===== config.mk =====
export PLATFORM = sky130hd
export DESIGN_NAME = fetch_sequencer_flat
export DESIGN_NICKNAME = d
export VERILOG_FILES = /design/src/rtl/fetch_sequencer_if.sv /design/src/rtl/fetch_sequencer.sv /design/src/flat_wrapper.sv
export SDC_FILE = /design/constraint.sdc
export NUM_CORES = 1
export LEC_CHECK = 0
export ABC_AREA = 1
export ABC_CLOCK_PERIOD_IN_PS = 10300
export BUFFER_PORTS_ARGS = -buffer_cell sky130_fd_sc_hd__buf_2
export CORE_AREA = 2 2 151 153
export CTS_CLUSTER_DIAMETER = 80
export DETAILED_ROUTE_END_ITERATION = 7
export DIE_AREA = 0 0 153 155
export PLACE_DENSITY = 0.67
export SETUP_SLACK_MARGIN = 0.1
export SLEW_MARGIN = 20
export SYNTH_ARGS = -nofsm -noshare
export SYNTH_HDL_FRONTEND = slang
export SYNTH_SLANG_ARGS = --single-unit

===== constraint.sdc =====
create_clock -name clk -period 10.3 [get_ports clk]
set_clock_uncertainty 0.2 [all_clocks]
set_input_delay 2.06 -clock clk [delete_from_list [all_inputs] [get_ports clk]]
set_output_delay 2.06 -clock clk [all_outputs]
set_load 0.02 [all_outputs]

===== src/rtl/fetch_sequencer_if.sv =====
// -----------------------------------------------------------------------------
// fetch_sequencer_if
//
// Purpose: bundles the ROM port, redirect port and decode-side valid/ready
// stream of the instruction-fetch sequencer.
//
// Signals:
//   fetch_en        permits new fetches when high
//   rom_addr        ROM word address (ADDR_W bits)
//   rom_instr       ROM read data, valid the cycle after an issued address
//   redirect_valid  branch/jump taken this cycle
//   redirect_pc     byte target PC of the redirect
//   out_valid       output buffer head valid
//   out_ready       decode accepts the head
//   out_instr       head instruction
//   out_pc          byte PC of the head instruction
//   fetch_err       sticky misaligned-redirect flag
//
// Modports:
//   master  the fetch sequencer itself
//   slave   the surrounding core / ROM / decode side
// -----------------------------------------------------------------------------
interface fetch_sequencer_if #(
    parameter int ADDR_W = 10
);
    logic              fetch_en;
    logic [ADDR_W-1:0] rom_addr;
    logic [31:0]       rom_instr;
    logic              redirect_valid;
    logic [31:0]       redirect_pc;
    logic              out_valid;
    logic              out_ready;
    logic [31:0]       out_instr;
    logic [31:0]       out_pc;
    logic              fetch_err;

    modport master (
        input  fetch_en,
        input  rom_instr,
        input  redirect_valid,
        input  redirect_pc,
        input  out_ready,
        output rom_addr,
        output out_valid,
        output out_instr,
        output out_pc,
        output fetch_err
    );

    modport slave (
        output fetch_en,
        output rom_instr,
        output redirect_valid,
        output redirect_pc,
        output out_ready,
        input  rom_addr,
        input  out_valid,
        input  out_instr,
        input  out_pc,
        input  fetch_err
    );
endinterface


===== src/rtl/fetch_sequencer.sv =====
// -----------------------------------------------------------------------------
// fetch_sequencer
//
// Purpose: instruction-fetch controller for a synchronous instruction ROM with
// a one-cycle registered read. Owns the PC, issues one ROM read per cycle when
// there is room downstream, captures the returned word one cycle later into a
// small output FIFO, and presents a valid/ready stream {out_instr, out_pc} to
// decode. Redirects flush the FIFO and kill the in-flight read; a misaligned
// redirect target parks the sequencer in ERR with a sticky fetch_err.
//
// Ports:
//   clk    system clock, rising edge
//   rst_n  asynchronous active-low reset
//   bus    fetch_sequencer_if.master (ROM port, redirect, output stream,
//          fetch_en, fetch_err)
//
// Parameters:
//   RESET_PC    byte PC loaded at reset
//   FIFO_DEPTH  output buffer entries (power of 2, >= 2)
//   ADDR_W      ROM word-address width
// -----------------------------------------------------------------------------
module fetch_sequencer #(
    parameter logic [31:0] RESET_PC   = 32'h0000_0000,
    parameter int          FIFO_DEPTH = 2,
    parameter int          ADDR_W     = 10
) (
    input  logic                 clk,
    input  logic                 rst_n,
    fetch_sequencer_if.master    bus
);
    localparam int PTR_W = $clog2(FIFO_DEPTH);
    localparam int CNT_W = PTR_W + 1;
    localparam int OCC_W = CNT_W + 1;

    typedef enum logic [1:0] {
        ST_IDLE = 2'd0,
        ST_RUN  = 2'd1,
        ST_ERR  = 2'd2
    } state_t;

    state_t            state_reg, state_next;
    logic [31:0]       pc_reg, pc_next;
    logic              fetch_err_reg, fetch_err_next;
    logic              inflight_reg;
    logic [31:0]       inflight_pc_reg;

    logic [CNT_W-1:0]  count_reg;
    logic [PTR_W-1:0]  wr_ptr_reg, rd_ptr_reg;
    logic [31:0]       instr_mem [FIFO_DEPTH];
    logic [31:0]       pc_mem    [FIFO_DEPTH];

    logic              pop, push, issue, misaligned, fifo_valid;
    logic [OCC_W-1:0]  occupancy;

    assign fifo_valid = (count_reg != '0);
    assign pop        = fifo_valid & bus.out_ready;
    assign misaligned = bus.redirect_valid & (bus.redirect_pc[1:0] != 2'b00);

    // Slots that will be taken once this cycle's pop is gone: buffered words
    // plus the read already in flight. Issuing only below FIFO_DEPTH means a
    // returning word always has a slot, so nothing is ever dropped.
    assign occupancy = OCC_W'(count_reg) + OCC_W'(inflight_reg) - OCC_W'(pop);
    assign issue     = (state_reg == ST_RUN) & ~bus.redirect_valid
                     & (occupancy < OCC_W'(FIFO_DEPTH));

    // A word returning in a redirect cycle belongs to the old path.
    assign push = inflight_reg & ~bus.redirect_valid;

    // ROM address is the word index of the PC; upper PC bits are ignored,
    // so fetching past the last word silently wraps to word 0.
    assign bus.rom_addr  = pc_reg[ADDR_W+1:2];
    assign bus.out_valid = fifo_valid;
    assign bus.out_instr = fifo_valid ? instr_mem[rd_ptr_reg] : '0;
    assign bus.out_pc    = fifo_valid ? pc_mem[rd_ptr_reg]    : '0;
    assign bus.fetch_err = fetch_err_reg;

    // ------------------------------------------------------------------
    // Control FSM: next state, next PC, sticky error
    // ------------------------------------------------------------------
    always_comb begin
        state_next     = state_reg;
        pc_next        = pc_reg;
        fetch_err_next = fetch_err_reg;

        if (bus.redirect_valid) begin
            if (misaligned) begin
                state_next     = ST_ERR;
                pc_next        = bus.redirect_pc & ~32'd3;
                fetch_err_next = 1'b1;
            end else begin
                state_next     = bus.fetch_en ? ST_RUN : ST_IDLE;
                pc_next        = bus.redirect_pc;
                fetch_err_next = 1'b0;
            end
        end else begin
            case (state_reg)
                ST_IDLE: if (bus.fetch_en)  state_next = ST_RUN;
                ST_RUN:  if (!bus.fetch_en) state_next = ST_IDLE;
                ST_ERR:  state_next = ST_ERR;   // only a redirect or reset leaves
                default: state_next = ST_IDLE;
            endcase
            if (issue) begin
                pc_next = pc_reg + 32'd4;
            end
        end
    end

    always_ff @(posedge clk or negedge rst_n) begin
        if (!rst_n) begin
            state_reg       <= ST_IDLE;
            pc_reg          <= RESET_PC;
            fetch_err_reg   <= 1'b0;
            inflight_reg    <= 1'b0;
            inflight_pc_reg <= '0;
        end else begin
            state_reg     <= state_next;
            pc_reg        <= pc_next;
            fetch_err_reg <= fetch_err_next;
            // issue is already low in a redirect cycle, which kills the
            // in-flight tag together with the flush.
            inflight_reg  <= issue;
            if (issue) begin
                inflight_pc_reg <= pc_reg;
            end
        end
    end

    // ------------------------------------------------------------------
    // Output FIFO bookkeeping. A redirect empties it after any same-cycle
    // handshake has been honoured (the consumer already took the head).
    // ------------------------------------------------------------------
    always_ff @(posedge clk or negedge rst_n) begin
        if (!rst_n) begin
            count_reg  <= '0;
            wr_ptr_reg <= '0;
            rd_ptr_reg <= '0;
        end else if (bus.redirect_valid) begin
            count_reg  <= '0;
            wr_ptr_reg <= '0;
            rd_ptr_reg <= '0;
        end else begin
            if (push) wr_ptr_reg <= wr_ptr_reg + PTR_W'(1);
            if (pop)  rd_ptr_reg <= rd_ptr_reg + PTR_W'(1);
            count_reg <= count_reg + CNT_W'(push) - CNT_W'(pop);
        end
    end

    // Payload storage needs no reset: the outputs are forced to zero while
    // the FIFO is empty, and an entry is only read after it was written.
    always_ff @(posedge clk) begin
        if (push) begin
            instr_mem[wr_ptr_reg] <= bus.rom_instr;
            pc_mem[wr_ptr_reg]    <= inflight_pc_reg;
        end
    end
endmodule


===== src/flat_wrapper.sv =====
// flat-port wrapper written by rule: the top's interface ports become plain ports
module fetch_sequencer_flat 
#(
    parameter logic [31:0] RESET_PC   = 32'h0000_0000,
    parameter int          FIFO_DEPTH = 2,
    parameter int          ADDR_W     = 10
)
  (clk, rst_n, bus_fetch_en, bus_rom_instr, bus_redirect_valid, bus_redirect_pc, bus_out_ready, bus_rom_addr, bus_out_valid, bus_out_instr, bus_out_pc, bus_fetch_err);
  fetch_sequencer_if #(.ADDR_W(ADDR_W)) bus_i ();
  input  logic clk;
  input  logic rst_n;
  input wire logic [$bits(bus_i.fetch_en)-1:0] bus_fetch_en;
  input wire logic [$bits(bus_i.rom_instr)-1:0] bus_rom_instr;
  input wire logic [$bits(bus_i.redirect_valid)-1:0] bus_redirect_valid;
  input wire logic [$bits(bus_i.redirect_pc)-1:0] bus_redirect_pc;
  input wire logic [$bits(bus_i.out_ready)-1:0] bus_out_ready;
  output wire logic [$bits(bus_i.rom_addr)-1:0] bus_rom_addr;
  output wire logic [$bits(bus_i.out_valid)-1:0] bus_out_valid;
  output wire logic [$bits(bus_i.out_instr)-1:0] bus_out_instr;
  output wire logic [$bits(bus_i.out_pc)-1:0] bus_out_pc;
  output wire logic [$bits(bus_i.fetch_err)-1:0] bus_fetch_err;
  assign bus_i.fetch_en = bus_fetch_en;
  assign bus_i.rom_instr = bus_rom_instr;
  assign bus_i.redirect_valid = bus_redirect_valid;
  assign bus_i.redirect_pc = bus_redirect_pc;
  assign bus_i.out_ready = bus_out_ready;
  assign bus_rom_addr = bus_i.rom_addr;
  assign bus_out_valid = bus_i.out_valid;
  assign bus_out_instr = bus_i.out_instr;
  assign bus_out_pc = bus_i.out_pc;
  assign bus_fetch_err = bus_i.fetch_err;
  fetch_sequencer #(.RESET_PC(RESET_PC), .FIFO_DEPTH(FIFO_DEPTH), .ADDR_W(ADDR_W)) u_core (.clk(clk), .rst_n(rst_n), .bus(bus_i));
endmodule

==> flow_metrics.py <==
metrics = {
    "logic_synthesis": {
        "async_reset_ff_frac": 0.360,
        "synthMostInstantiatedCell": "nand2_1",
        "synth_top_cells_by_area": "edfxtp_1, dfrtp_1, nand2_1, a21oi_1, nand3_1",
        "syn_area_per_cell_um2": 9.85,
        "synth-seq-cells": 200,
        "synthTopCellsByCount": "nand2_1, edfxtp_1, dfrtp_1, a21oi_1, nand3_1",
        "synth.top_cell.area_share": 0.439,
        "yosysWarnings": 0,
        "synth_edf_count": 128,
        "synthFlopType": "edfxtp_1",
        "syn_inst": 888,
        "syn_nets": 961,
        "synthDistinctLibCells": 32,
        "synth.yosys.seq_area_share": 0.645,
        "syn_area_mm2": 0.00875,
        "synth_top_area_cell": "edfxtp_1",
    },
    "route": {
        "vias_per_cell": 4.76,
        "ant_nets": 0,
        "drt_iter0_drc": 617,
        "drt-total-wl_um": 19100,
        "dr.pass1.iters": 5,
        "num_vias": 6224,
        "avgRoutedWirePerCell_um": 14.6,
        "drc": 0,
    },
    "global_route": {
        "grt_pass1_vias": 5861,
        "grt_overflow_total": 0,
        "grt_antenna_before_repair": 0,
        "grt_pass1_wl_um": 30500,
        "grtUsageTotal": 0.163,
        "grt_max_degree": 80,
    },
    "timing": {
        "post-route-period-util": 0.453,
        "finalWorstSetupSlack_ns": 5.63,
        "slew_viol_final": 0,
        "slew_headroom": 0.362,
        "finalHoldViolations": 0,
        "rsz0062_at_grt": "false",
        "period_needed_ns": 4.67,
        "tightest_slew_ns": 0.957,
        "fmax_mhz": 214,
        "finalSetupTns_ns": 0,
        "setup_violations": 0,
        "whs_ns": 0.269,
    },
    "power_and_ir_drop": {
        "ir_worst_vdd_v": 0.0000982,
        "leakagePower_nw": 4.42,
        "p_per_area_mw_per_mm2": 237,
    },
    "run": {
        "cap_violations": 0,
    },
    "placement": {
        "port-buffer-count": 144,
        "dpl_cell_area_mm2": 0.00960,
        "place_inst": 1275,
        "dp_hpwl_um": 12400,
        "place.gp.congestion": 0.887,
        "pre_cts_slack_ns": 5.27,
    },
    "cells_and_area": {
        "area_delta_synth_final_pct": 16.3,
        "layout-drive-gt1-share": 0.200,
        "n_antenna_cell": 0,
        "register_area_mm2": 0.00565,
        "top_regs": "u_core.instr_mem: 64 flops, u_core.pc_mem: 64 flops",
        "multiInputGateArea_mm2": 0.00258,
        "layout.cells.non_filler": 1307,
        "n_fill_cell": 2126,
        "final_area_mm2": 0.0102,
        "fin_nets": 1082,
    },
    "clock_network": {
        "clk_pin_slew_ns": 0.07,
        "cts_hold_buf": 0,
        "clkLatencyLatePin_ns": 0.42,
        "h-tree-depth": 4,
        "cts_tree": "yes",
        "cts_repair_resize_count": 0,
        "clock-sinks": 200,
        "ctsLongestPathBuffers": 2,
        "cts_inserted_buffers": 17,
        "post-cts-setup-buffers": 0,
        "cts_root_buf": "clkbuf_16",
    },
    "worst_setup_path": {
        "start_kind": "register",
        "required_ns": 8.04,
        "worstPathArrival_ns": 2.41,
        "end_kind": "output port",
        "crit_fanout": 33,
        "reg2reg_slack_ns": 6.24,
        "critPathKind": "reg -> out",
    },
    "worst_hold_path": {
        "min-delay-path-class": "reg -> reg",
    },
    "outcome": {
        "outcome": "complete, no violations",
    },
    "floorplan": {
        "core_area_mm2": 0.0222,
        "ios": 145,
        "die_w_um": 153,
        "die_area_mm2": 0.0237,
        "initial_core_util": 0.394,
        "fp-row-count": 55,
        "die_y_um": 155,
    },
}
## layout by cell type, fill, tap and decap left out, drive strengths merged
| cell | count |
|---|---|
| ha | 3 |
| edfxtp | 128 |
| clkinv | 5 |
| a31oi | 1 |
| fa | 1 |
| clkbuf | 20 |
| and2 | 1 |
| a21oi | 65 |
| inv | 68 |
| nand3 | 64 |
| o21ai | 44 |
| o31ai | 1 |
| dfrtp | 72 |
| or2 | 1 |
| nand3b | 1 |
| nand2 | 326 |
| nor2 | 53 |
| nor3 | 1 |
| xor2 | 6 |
| o211ai | 4 |
| xnor2 | 1 |
| clkinvlp | 4 |
| buf | 150 |
| bufinv | 2 |
## final timing paths
| kind | depth (start not counted) | startpoint | to |
|---|---|---|---|
| max | 4 | u_core.count_reg[1]$_DFF_PN0_ | bus_out_pc[7] |
| min | 1 | u_core.state_reg[0]$_DFFE_PN0P_ | u_core.state_reg[1]$_DFFE_PN0P_ |
| max reg2reg | 14 | u_core.count_reg[1]$_DFF_PN0_ | u_core.pc_reg[2]$_DFFE_PN0P_ |
| min reg2reg | 1 | u_core.state_reg[0]$_DFFE_PN0P_ | u_core.state_reg[1]$_DFFE_PN0P_ |
| max in group asynchronous | 2 | rst_n | u_core.rd_ptr_reg$_DFFE_PN0P_ |
| min in group asynchronous | 2 | rst_n | u_core.inflight_pc_reg[22]$_DFFE_PN0P_ |
## metal layers
layer | wire length [um] | GRT usage | vias up
met1 | 9310 | 0.230 | 2880
met3 | 836 | 0.0315 | 19
li1 | - | - | 3152
met5 | 0 | 0 | -
met4 | 285 | 0.0525 | 0
met2 | 8670 | 0.255 | 173
## metrics by stage
stage	util	power, mW
2_1_floorplan	-	1.57
3_3_place_gp	0.432	1.77
3_5_place_dp	0.432	1.79
4_1_cts	0.458	2.43
5_1_grt	0.458	2.55
6_report	0.458	2.41
## logic make-up (layout without fill, tap and decap cells)
| kind of cell | after synthesis | count (layout) | synth area share |
|---|---|---|---|
| DFF | 200 | 200 | 0.645 |
| AOI/OAI and AO/OA | 115 | 115 | 0.0682 |
| buffers and inverters | 115 | 249 | 0.0627 |
| and+or+nand+nor | 447 | 447 | 0.210 |
| adders and majority gates | 4 | 4 | 0.00658 |
| xor gates and xnor gates | 7 | 7 | 0.00701 |
## power by group
group	switching (mW)	internal [mW]
Sequential	0.0885	0.993
Clock	0.280	0.363
Combinational	0.483	0.201
Total	0.851	1.56
## worst max-delay path: stages, from the launching register on
cell and delay [ns]:
dfrtp_1 0.47, nor2_4 0.67, buf_4 0.47, a21oi_1 0.14, buf_2 0.19
## cell type report
class                   instances  area share
clock buffers                  20      0.0439
clock inverters                12      0.0124
inverters                      67      0.0250
multi-input cells             573       0.253
flip-flops and latches        200       0.555
well taps                     285      0.0351
repair buffers                150      0.0753
(Power assumes the default switching activity.)
